File: config.mk
export PLATFORM = sky130hd
export DESIGN_NAME = noc_inject_if
export DESIGN_NICKNAME = d
export VERILOG_FILES = /design/src/rtl/noc_pkg.sv /design/src/rtl/noc_sync_fifo.sv /design/src/rtl/noc_inject_if.sv
export SDC_FILE = /design/constraint.sdc
export NUM_CORES = 1
export LEC_CHECK = 0
export ABC_CLOCK_PERIOD_IN_PS = 3000
export CELL_PAD_IN_SITES_DETAIL_PLACEMENT = 0
export CELL_PAD_IN_SITES_GLOBAL_PLACEMENT = 2
export CORE_AREA = 8 8 182 184
export CTS_BUF_LIST = sky130_fd_sc_hd__clkbuf_4 sky130_fd_sc_hd__clkbuf_8
export CTS_CLUSTER_SIZE = 14
export DETAILED_ROUTE_END_ITERATION = 10
export DIE_AREA = 0 0 190 192
export PLACE_DENSITY = 0.63
export SLEW_MARGIN = 15
export SYNTH_ARGS = -nofsm -noshare
export SYNTH_HDL_FRONTEND = slang
export SYNTH_SLANG_ARGS = --single-unit
File: constraint.sdc
create_clock -name CLK -period 3 [get_ports CLK]
set_input_delay 0.9 -clock CLK [delete_from_list [all_inputs] [get_ports CLK]]
set_output_delay 0.9 -clock CLK [all_outputs]
set_load 0.01 [all_outputs]
File: src/rtl/noc_pkg.sv
// Shared definitions for the NoC injection interface: FSM encoding,
// flit field layout helpers and the VC index width calculation.
package noc_pkg;

    // Packet framing state of the injection interface
    typedef enum logic [0:0] {
        IDLE = 1'b0,
        OPEN = 1'b1
    } inj_state_e;

    // Default parameter values used by the block and its bench
    localparam int DEF_FLIT_DATA_WIDTH = 32;
    localparam int DEF_NUM_VCS         = 2;
    localparam int DEF_DEST_BITS       = 5;
    localparam int DEF_VC_BUF_DEPTH    = 8;
    localparam int DEF_FIFO_DEPTH      = 4;

    // A single VC still needs a one-bit VC field on the wire
    function automatic int calc_vc_bits(input int num_vcs);
        return (num_vcs <= 1) ? 1 : $clog2(num_vcs);
    endfunction

    // Flit layout from MSB: {valid, tail, dest, vc, data}
    function automatic int flit_width(input int data_w, input int dest_w, input int vc_w);
        return 2 + data_w + dest_w + vc_w;
    endfunction

    function automatic int vc_lsb(input int data_w);
        return data_w;
    endfunction

    function automatic int dest_lsb(input int data_w, input int vc_w);
        return data_w + vc_w;
    endfunction

    function automatic int tail_pos(input int data_w, input int dest_w, input int vc_w);
        return data_w + vc_w + dest_w;
    endfunction

    function automatic int valid_pos(input int data_w, input int dest_w, input int vc_w);
        return data_w + vc_w + dest_w + 1;
    endfunction

endpackage

File: src/rtl/noc_sync_fifo.sv
// Single-clock staging FIFO with an occupancy counter. A push into a full
// FIFO is refused even when a pop happens on the same edge.
module noc_sync_fifo #(
    parameter int WIDTH = 8,
    parameter int DEPTH = 4
) (
    input  logic             clk,
    input  logic             rst_n,
    input  logic             push,
    input  logic [WIDTH-1:0] push_data,
    input  logic             pop,
    output logic [WIDTH-1:0] pop_data,
    output logic             full,
    output logic             empty
);

    localparam int PTR_W = (DEPTH > 1) ? $clog2(DEPTH) : 1;
    localparam int CNT_W = $clog2(DEPTH + 1);
    localparam logic [PTR_W-1:0] PTR_LAST = PTR_W'(DEPTH - 1);
    localparam logic [CNT_W-1:0] CNT_FULL = CNT_W'(DEPTH);

    logic [WIDTH-1:0] mem_q [DEPTH];
    logic [PTR_W-1:0] wr_ptr_q, wr_ptr_d;
    logic [PTR_W-1:0] rd_ptr_q, rd_ptr_d;
    logic [CNT_W-1:0] count_q, count_d;
    logic             do_push;
    logic             do_pop;

    assign full     = (count_q == CNT_FULL);
    assign empty    = (count_q == '0);
    assign do_push  = push && !full;
    assign do_pop   = pop && !empty;
    assign pop_data = mem_q[rd_ptr_q];

    // Pointer wrap and occupancy bookkeeping for this edge
    always_comb begin
        wr_ptr_d = wr_ptr_q;
        rd_ptr_d = rd_ptr_q;
        count_d  = count_q;
        if (do_push) begin
            wr_ptr_d = (wr_ptr_q == PTR_LAST) ? '0 : wr_ptr_q + 1'b1;
        end
        if (do_pop) begin
            rd_ptr_d = (rd_ptr_q == PTR_LAST) ? '0 : rd_ptr_q + 1'b1;
        end
        case ({do_push, do_pop})
            2'b10:   count_d = count_q + 1'b1;
            2'b01:   count_d = count_q - 1'b1;
            default: count_d = count_q;
        endcase
    end

    // Pointer and counter registers; reset empties the FIFO
    always_ff @(posedge clk or negedge rst_n) begin
        if (!rst_n) begin
            wr_ptr_q <= '0;
            rd_ptr_q <= '0;
            count_q  <= '0;
        end else begin
            wr_ptr_q <= wr_ptr_d;
            rd_ptr_q <= rd_ptr_d;
            count_q  <= count_d;
        end
    end

    // Storage array; contents are don't-care while the FIFO is empty
    always_ff @(posedge clk) begin
        if (do_push) begin
            mem_q[wr_ptr_q] <= push_data;
        end
    end

endmodule

File: src/rtl/noc_inject_if.sv
// Node-to-network injection interface: frames words into flits, stages them
// in a FIFO and releases them in order as per-VC downstream credits allow.
module noc_inject_if
    import noc_pkg::*;
#(
    parameter int FLIT_DATA_WIDTH = DEF_FLIT_DATA_WIDTH,
    parameter int NUM_VCS         = DEF_NUM_VCS,
    parameter int DEST_BITS       = DEF_DEST_BITS,
    parameter int VC_BUF_DEPTH    = DEF_VC_BUF_DEPTH,
    parameter int FIFO_DEPTH      = DEF_FIFO_DEPTH,
    localparam int VC_BITS        = calc_vc_bits(NUM_VCS),
    localparam int FLIT_W         = flit_width(FLIT_DATA_WIDTH, DEST_BITS, VC_BITS)
) (
    input  logic                       CLK,
    input  logic                       RST_N,
    input  logic                       in_valid,
    output logic                       in_ready,
    input  logic [FLIT_DATA_WIDTH-1:0] in_data,
    input  logic [DEST_BITS-1:0]       in_dest,
    input  logic [VC_BITS-1:0]         in_vc,
    input  logic                       in_last,
    output logic [FLIT_W-1:0]          flit_out,
    output logic                       flit_en,
    input  logic [VC_BITS:0]           credit_in,
    output logic [NUM_VCS-1:0]         credit_avail,
    output logic                       credit_err,
    output logic                       busy
);

    localparam int ENTRY_W = FLIT_W - 1;
    localparam int CRED_W  = $clog2(VC_BUF_DEPTH + 1);
    localparam int VC_SPAN = 2 ** VC_BITS;
    localparam int VC_LSB  = vc_lsb(FLIT_DATA_WIDTH);
    localparam logic [CRED_W-1:0] CRED_MAX = CRED_W'(VC_BUF_DEPTH);

    inj_state_e              state_q, state_d;
    logic [DEST_BITS-1:0]    dest_lat_q, dest_lat_d;
    logic [VC_BITS-1:0]      vc_lat_q, vc_lat_d;
    logic [CRED_W-1:0]       credit_q [NUM_VCS];
    logic [CRED_W-1:0]       credit_d [NUM_VCS];
    logic                    credit_err_q, credit_err_d;
    logic [FLIT_W-1:0]       flit_out_q, flit_out_d;

    logic                    fifo_push;
    logic                    fifo_full;
    logic                    fifo_empty;
    logic [ENTRY_W-1:0]      push_entry;
    logic [ENTRY_W-1:0]      head_entry;
    logic [DEST_BITS-1:0]    entry_dest;
    logic [VC_BITS-1:0]      entry_vc;
    logic [VC_BITS-1:0]      head_vc;
    logic [VC_SPAN-1:0]      avail_pad;
    logic                    send;
    logic                    ret_valid;
    logic [VC_BITS-1:0]      ret_vc;
    logic [NUM_VCS-1:0]      dec_vec;
    logic [NUM_VCS-1:0]      inc_vec;

    assign in_ready   = !fifo_full;
    assign fifo_push  = in_valid && in_ready;
    assign entry_dest = (state_q == IDLE) ? in_dest : dest_lat_q;
    assign entry_vc   = (state_q == IDLE) ? in_vc : vc_lat_q;
    assign push_entry = {in_last, entry_dest, entry_vc, in_data};
    assign head_vc    = head_entry[VC_LSB +: VC_BITS];
    assign ret_valid  = credit_in[VC_BITS];
    assign ret_vc     = credit_in[VC_BITS-1:0];
    assign send       = !fifo_empty && avail_pad[head_vc];

    assign flit_out   = flit_out_q;
    assign flit_en    = flit_out_q[FLIT_W-1];
    assign credit_err = credit_err_q;
    assign busy       = (state_q == OPEN) || !fifo_empty;

    noc_sync_fifo #(
        .WIDTH (ENTRY_W),
        .DEPTH (FIFO_DEPTH)
    ) u_fifo (
        .clk       (CLK),
        .rst_n     (RST_N),
        .push      (fifo_push),
        .push_data (push_entry),
        .pop       (send),
        .pop_data  (head_entry),
        .full      (fifo_full),
        .empty     (fifo_empty)
    );

    // Per-VC credit availability, padded so any VC code can index it safely
    always_comb begin
        avail_pad = '0;
        for (int v = 0; v < NUM_VCS; v++) begin
            credit_avail[v] = (credit_q[v] != '0);
            avail_pad[v]    = (credit_q[v] != '0);
        end
    end

    // Which VC counters see a send or a returned credit this edge
    always_comb begin
        dec_vec = '0;
        inc_vec = '0;
        for (int v = 0; v < NUM_VCS; v++) begin
            dec_vec[v] = send && (head_vc == VC_BITS'(v));
            inc_vec[v] = ret_valid && (ret_vc == VC_BITS'(v));
        end
    end

    // Credit counter update; an overflowing return holds and flags an error
    always_comb begin
        credit_err_d = credit_err_q;
        for (int v = 0; v < NUM_VCS; v++) begin
            credit_d[v] = credit_q[v];
            if (dec_vec[v] && !inc_vec[v]) begin
                credit_d[v] = credit_q[v] - 1'b1;
            end else if (inc_vec[v] && !dec_vec[v]) begin
                if (credit_q[v] == CRED_MAX) begin
                    credit_err_d = 1'b1;
                end else begin
                    credit_d[v] = credit_q[v] + 1'b1;
                end
            end
        end
    end

    // Packet framing FSM and head-word dest/vc latch
    always_comb begin
        state_d    = state_q;
        dest_lat_d = dest_lat_q;
        vc_lat_d   = vc_lat_q;
        if (fifo_push) begin
            case (state_q)
                IDLE: begin
                    dest_lat_d = in_dest;
                    vc_lat_d   = in_vc;
                    if (!in_last) begin
                        state_d = OPEN;
                    end
                end
                OPEN: begin
                    if (in_last) begin
                        state_d = IDLE;
                    end
                end
                default: state_d = IDLE;
            endcase
        end
    end

    // Outgoing flit: the popped head with valid set, otherwise all-zero
    always_comb begin
        flit_out_d = '0;
        if (send) begin
            flit_out_d = {1'b1, head_entry};
        end
    end

    // State, latch, credit and output registers
    always_ff @(posedge CLK or negedge RST_N) begin
        if (!RST_N) begin
            state_q      <= IDLE;
            dest_lat_q   <= '0;
            vc_lat_q     <= '0;
            credit_err_q <= 1'b0;
            flit_out_q   <= '0;
            for (int v = 0; v < NUM_VCS; v++) begin
                credit_q[v] <= CRED_MAX;
            end
        end else begin
            state_q      <= state_d;
            dest_lat_q   <= dest_lat_d;
            vc_lat_q     <= vc_lat_d;
            credit_err_q <= credit_err_d;
            flit_out_q   <= flit_out_d;
            for (int v = 0; v < NUM_VCS; v++) begin
                credit_q[v] <= credit_d[v];
            end
        end
    end

endmodule
==> flow_summary.json, run 1 <==
{
  "place.gp.congestion": 0.658,
  "cpPeakStageDelay_ns": 0.53,
  "num_vias": 4140,
  "ys_seq_area_share_pct": 75.2,
  "drt-pass1-iter-count": 4,
  "worst-setup-path-type": "reg -> out",
  "nets": 608,
  "final_common_cell": "edfxtp_1",
  "clock_path_buffers": 3,
  "setup_tns_ns": 0,
  "die_w_um": 190,
  "drtIter0Drc": 204,
  "cp_cell_sequence": "or3b_2 > clkdlybuf4s50_1",
  "dp_hpwl_um": 9730,
  "finalCritPeriodShare_pct": 96.5,
  "clock_latency_ns": 0.52,
  "wl_um": 17200,
  "critPathLaunchType": "flip-flop",
  "rrSetupSlack_ns": 0.43,
  "synth.area.top_cells": "edfxtp_1, dfrtp_1, mux4_2, nor2b_1, ha_1",
  "cellLeakagePower_nw": 3.78,
  "drv_slew": 0,
  "clock-sinks": 219,
  "grt_max_degree": 43,
  "synthCells": 428,
  "cts_buffers": 39,
  "peakVddDrop_mv": 0.670,
  "io_pins": 90,
  "first_global_vias": 4572,
  "post_cts.repair.setup_buffers": 0,
  "via_per_inst": 4.25,
  "final_cell_mix": "edfxtp_1, clkdlybuf4s50_1, dfrtp_1",
  "die_h_um": 192,
  "core_area_um2": 30200,
  "start_util_pct": 27.6,
  "drive_gt1_share_pct": 26.0,
  "rows": 64,
  "power_mw": 11.1,
  "synth_ff_type": "edfxtp_1",
  "cp-end-kind": "output port",
  "dp_slack_ns": 0.225,
  "fmax_mhz": 346,
  "finalHoldViolCount": 0,
  "overflow": 0,
  "avgSynthCellArea_um2": 19.5,
  "status": "complete, no violations",
  "clkTransAtPathRegs_ns": 0.06,
  "skew_ns": 0.0189,
  "yosys_warnings": 0,
  "area_growth_pct": 27.1,
  "power_density_nw_per_um2": 1050,
  "synth_top_area_share_pct": 56.2,
  "r2r-start": "u_fifo.rd_ptr_q[0]",
  "clock_tree.root_cell": "clkbuf_8",
  "synth_cell_type_count": 37,
  "cpMaxStageDelayCell": "or3b_2",
  "min_period_ns": 2.89,
  "antenna_found_initial": 0,
  "syn_area_um2": 8330,
  "cp.arrival_ns": 1.99,
  "final_cell_area_um2": 10600,
  "port_buffers": 89,
  "max_cap_violations": 0,
  "timing.slew.headroom_pct": 42.4,
  "dieArea_um2": 36500,
  "syn-num-nets": 487,
  "n_antenna_cell": 0,
  "worstRegToRegCells": 10,
  "htreeDepth": 2,
  "routedWlPerCell_um": 17.6,
  "grt_pass1_wl_um": 26600,
  "setup_viol": 0,
  "rsz0062_at_grt": "false",
  "async_flop_share_pct": 28.8,
  "yosys_register_bits": 219,
  "cts_tree": "done",
  "ant_nets": 0,
  "critPathRequiredTime_ns": 2.10,
  "tightestPinTransition_ns": 0.864,
  "regToRegEndpoint": "u_fifo.count_q[2]",
  "drc": 0,
  "fin_ws_ns": 0.106,
  "yosysTopAreaCell": "edfxtp_1",
  "dpl_cell_area_um2": 9780,
  "critical_path.max_fanout": 6,
  "cts_hold_repair.buffers": 0,
  "synth_edf_count": 156,
  "track_usage_pct": 9.56,
  "hold_class": "in -> async"
}
-- cell families after synthesis --
| group | after synthesis | synth area share [%] |
|---|---|---|
| buf+inv | 34 | 1.77 |
| simple gates | 79 | 5.65 |
| xor+xnor | 13 | 1.37 |
| flops | 219 | 75.2 |
| compound gates | 14 | 1.10 |
| mux | 54 | 12.6 |
| fa+ha+maj | 15 | 2.34 |
-- through the flow --
step | utilization, % | hold WS (ns) | cells
after floorplan | - | 0.469 | 428
after global placement | 32.4 | 0.461 | 904
after detailed placement | 32.4 | 0.468 | 904
after CTS | 35.0 | 0.400 | 974
after global routing | 35.1 | 0.407 | 974
final | 35.1 | 0.390 | 974
-- final cells by class --
| class | count | area, um^2 |
|---|---|---|
| well taps | 396 | 495 |
| clock buffers | 60 | 713 |
| inverters | 14 | 52.6 |
| clock inverters | 10 | 75.1 |
| multi-input cells | 175 | 1950 |
| repair buffers | 100 | 1030 |
| flip-flops and latches | 219 | 6270 |
| fillers | 2834 | 19600 |
-- critical path: cells and delay by family, from the launching register on --
kind / cells / cell delay [ns]
and+or+nand+nor: 1 / 0.53
buffers and inverters: 1 / 0.51
DFF: 1 / 0.44
-- cells in the mapped netlist (2+ instances only) --
cell        n
a221oi_1    2
mux2_2     14
mux4_2     39
nand3b_1    3
nand3_1     3
nor2b_1    38
nor2_1      2
nor4b_1     2
dfstp_2     2
a21bo_2     2
buf_2       7
ha_1       14
and3_1      4
clkbuf_1   10
xnor2_1     7
edfxtp_1  156
inv_1      14
a21oi_1     4
nand2_1    13
o21ai_0     4
dfrtp_1    61
xor2_1      6
nor3_1      4
nand2b_1    4
-- registers in the layout (all words and copies together) (netlist names) --
signal	cells
flit_out	40
u_fifo.mem_q	156
dest_lat_q	5
u_fifo.wr_ptr_q	2
credit_q	8
vc_lat_q	1
u_fifo.count_q	3
u_fifo.rd_ptr_q	2
state_q	1
credit_err	1
-- where the power goes --
group          switching (mW)  internal [mW]
Combinational            1.91           1.91
Clock                    1.16           1.60
Sequential              0.332           4.22
-- how the worst max path moves through the flow --
| stage | from | end | slack (ns) | cells past startpoint |
|---|---|---|---|---|
| 3_3_place_gp | credit_in[1] | credit_q[2] | 0.25 | 9 |
| 4_1_cts | credit_q[5] | credit_avail[0] | 0.006 | 4 |
| 2_1_floorplan | u_fifo.rd_ptr_q[0] | u_fifo.count_q[2] | 0.35 | 12 |
| 6_report | u_fifo.count_q[0] | in_ready | 0.11 | 2 |
| 3_5_place_dp | credit_in[1] | credit_q[2] | 0.23 | 9 |
| 5_1_grt | credit_q[4] | credit_avail[0] | 0.008 | 4 |
-- timing repair --
| item | CTS | global route |
|---|---|---|
| pin swaps | 0 | 0 |
| setup endpoints to repair | 1 | 2 |
| resized for setup | 1 | 4 |
| endpoints found under the hold margin | 0 | 0 |
-- layer usage --
layer / vias to the layer above / GRT usage, % / routed length, um
met5: - / 0 / 0
met1: 2124 / 11.4 / 7350
met4: 0 / 3.76 / 425
met2: 110 / 15.9 / 8430
met3: 35 / 2.96 / 973
li1: 1871 / - / -
Power figures use the tool's default switching activity.
==> run 2, diff against run 1 <==
Settings changed: ABC_CLOCK_PERIOD_IN_PS 3000 to default.
Clock period 3 ns to 3.3 ns, I/O delays scaled along.
==> run 2 against run 1 <==
Worst setup slack improved by 0.12 ns. Power fell by 8.0%. Die area did not move. Non-clock buffer count fell by 2. Count of clock-buffer cells in the layout fell by 2. Register-to-register slack improved by 0.24 ns. Cell area rose by 0.24%. Clock skew barely moved.
==> flow_summary.json, run 2 (same netlist as run 1, synthesis figures left out) <==
{
  "drc": 0,
  "wl_um": 17600,
  "track_usage_pct": 9.83,
  "core_area_um2": 30200,
  "rsz0062_at_grt": "false",
  "overflow": 0,
  "fill_cells": 2818,
  "largest_reg_flops": 156,
  "timing.slew.headroom_pct": 43.3,
  "fin_cells": 974,
  "drt-pass1-iter-count": 4,
  "n_antenna_cell": 0,
  "clock_tree.root_cell": "clkbuf_8",
  "critical_path.max_fanout": 7,
  "nets": 606,
  "final_common_cell": "edfxtp_1",
  "regArea_um2": 6270,
  "worst_path_dominant_cell_family": "simple AND/OR/NAND/NOR gates",
  "rrSetupSlack_ns": 0.67,
  "setup_tns_ns": 0,
  "num_vias": 4092,
  "worst-setup-path-type": "reg -> out",
  "htreeDepth": 2,
  "start_util_pct": 27.6,
  "min_period_ns": 3.08,
  "final_cell_mix": "edfxtp_1, clkdlybuf4s50_1, dfrtp_1",
  "drive_gt1_share_pct": 25.4,
  "finalCritPeriodShare_pct": 93.2,
  "fmax_mhz": 325,
  "clock-sinks": 219,
  "routedWlPerCell_um": 18.1,
  "port_buffers": 89,
  "cp-end-kind": "output port",
  "clock_latency_ns": 0.52,
  "first_global_vias": 4718,
  "via_per_inst": 4.20,
  "regMostFlops": "u_fifo.mem_q",
  "grt_pass1_wl_um": 27300,
  "die_h_um": 192,
  "peakVddDrop_mv": 0.312,
  "rows": 64,
  "hold_class": "reg -> reg",
  "dieArea_um2": 36500,
  "antenna_found_initial": 1,
  "critPathLaunchType": "flip-flop",
  "finalHoldViolCount": 0,
  "cp_cell_sequence": "or4_1 > clkdlybuf4s50_1",
  "setup_viol": 0,
  "tightestPinTransition_ns": 0.850,
  "cts_buffers": 39,
  "cp_num_buf_inv": 1,
  "io_pins": 90,
  "grt_max_degree": 42,
  "critPathRequiredTime_ns": 2.31,
  "area_growth_pct": 27.4,
  "fin_ws_ns": 0.225,
  "clkTransAtPathRegs_ns": 0.06,
  "clock_path_buffers": 3,
  "cts_tree": "done",
  "max_cap_violations": 0,
  "ant_nets": 0,
  "fin_util_pct": 35.2,
  "drv_slew": 0,
  "cpMaxStageDelayCell": "or4_1",
  "dp_slack_ns": 0.403,
  "skew_ns": 0.0187,
  "place.gp.congestion": 0.647,
  "dp_hpwl_um": 9810,
  "cp.arrival_ns": 2.09,
  "power_density_nw_per_um2": 965,
  "drtIter0Drc": 221,
  "die_w_um": 190,
  "dpl.cell_count": 902,
  "cellLeakagePower_nw": 3.79,
  "cpPeakStageDelay_ns": 0.61,
  "multi_input_area_um2": 1940,
  "status": "complete, no violations"
}
## run 2: worst paths after layout
check                                   start                 to  depth (start not counted)
setup / recovery                  credit_q[1]    credit_avail[1]                          2
hold / removal                     credit_err         credit_err                          2
setup reg to reg           u_fifo.rd_ptr_q[0]  u_fifo.count_q[2]                         10
hold reg to reg                    credit_err         credit_err                          2
max in group asynchronous               RST_N        credit_q[7]                          2
min in group asynchronous               RST_N       flit_out[17]                          1
## run 2: what timing repair did
action                                 CTS  global route
endpoints found under the hold margin    0             0
setup endpoints to repair                1             0
buffers inserted                         0             0
resized for setup                        1             0
hold buffers                             0             0
## run 2: cell type report
class,count,share of cell area [%]
Clock inverter,14,0.943
Clock buffer,58,6.99
Timing Repair Buffer,98,9.59
Tap cell,396,4.67
Multi-Input combinational cell,175,18.3
Inverter,14,0.495
Sequential cell,219,59.1
## run 2: worst min-delay path, cell delays in order (launching register included)
cell and delay, ns:
dfrtp_1 0.35, a31oi_1 0.05, nand2_1 0.05
## run 2: routing by layer
layer | vias to the layer above | track usage [%] | wire length (um)
li1 | 1868 | - | -
met1 | 2082 | 11.5 | 7400
met2 | 105 | 16.8 | 8800
met3 | 35 | 3.00 | 980
met4 | 2 | 3.64 | 418
met5 | - | 0 | 13
## run 2: where the power goes
group	switching (mW)	internal, mW	total [mW]
clock	1.10	1.53	2.63
combinational	1.76	1.72	3.48
sequential	0.304	3.83	4.14
## run 2: per-stage QoR
stage	hold slack, ns	total power [mW]	area, um^2
floorplan	0.469	6.39	8330
global placement	0.462	7.66	9770
detailed placement	0.479	7.80	9770
CTS	0.490	10.5	10600
global route	0.510	10.9	10600
finish	0.477	10.2	10600
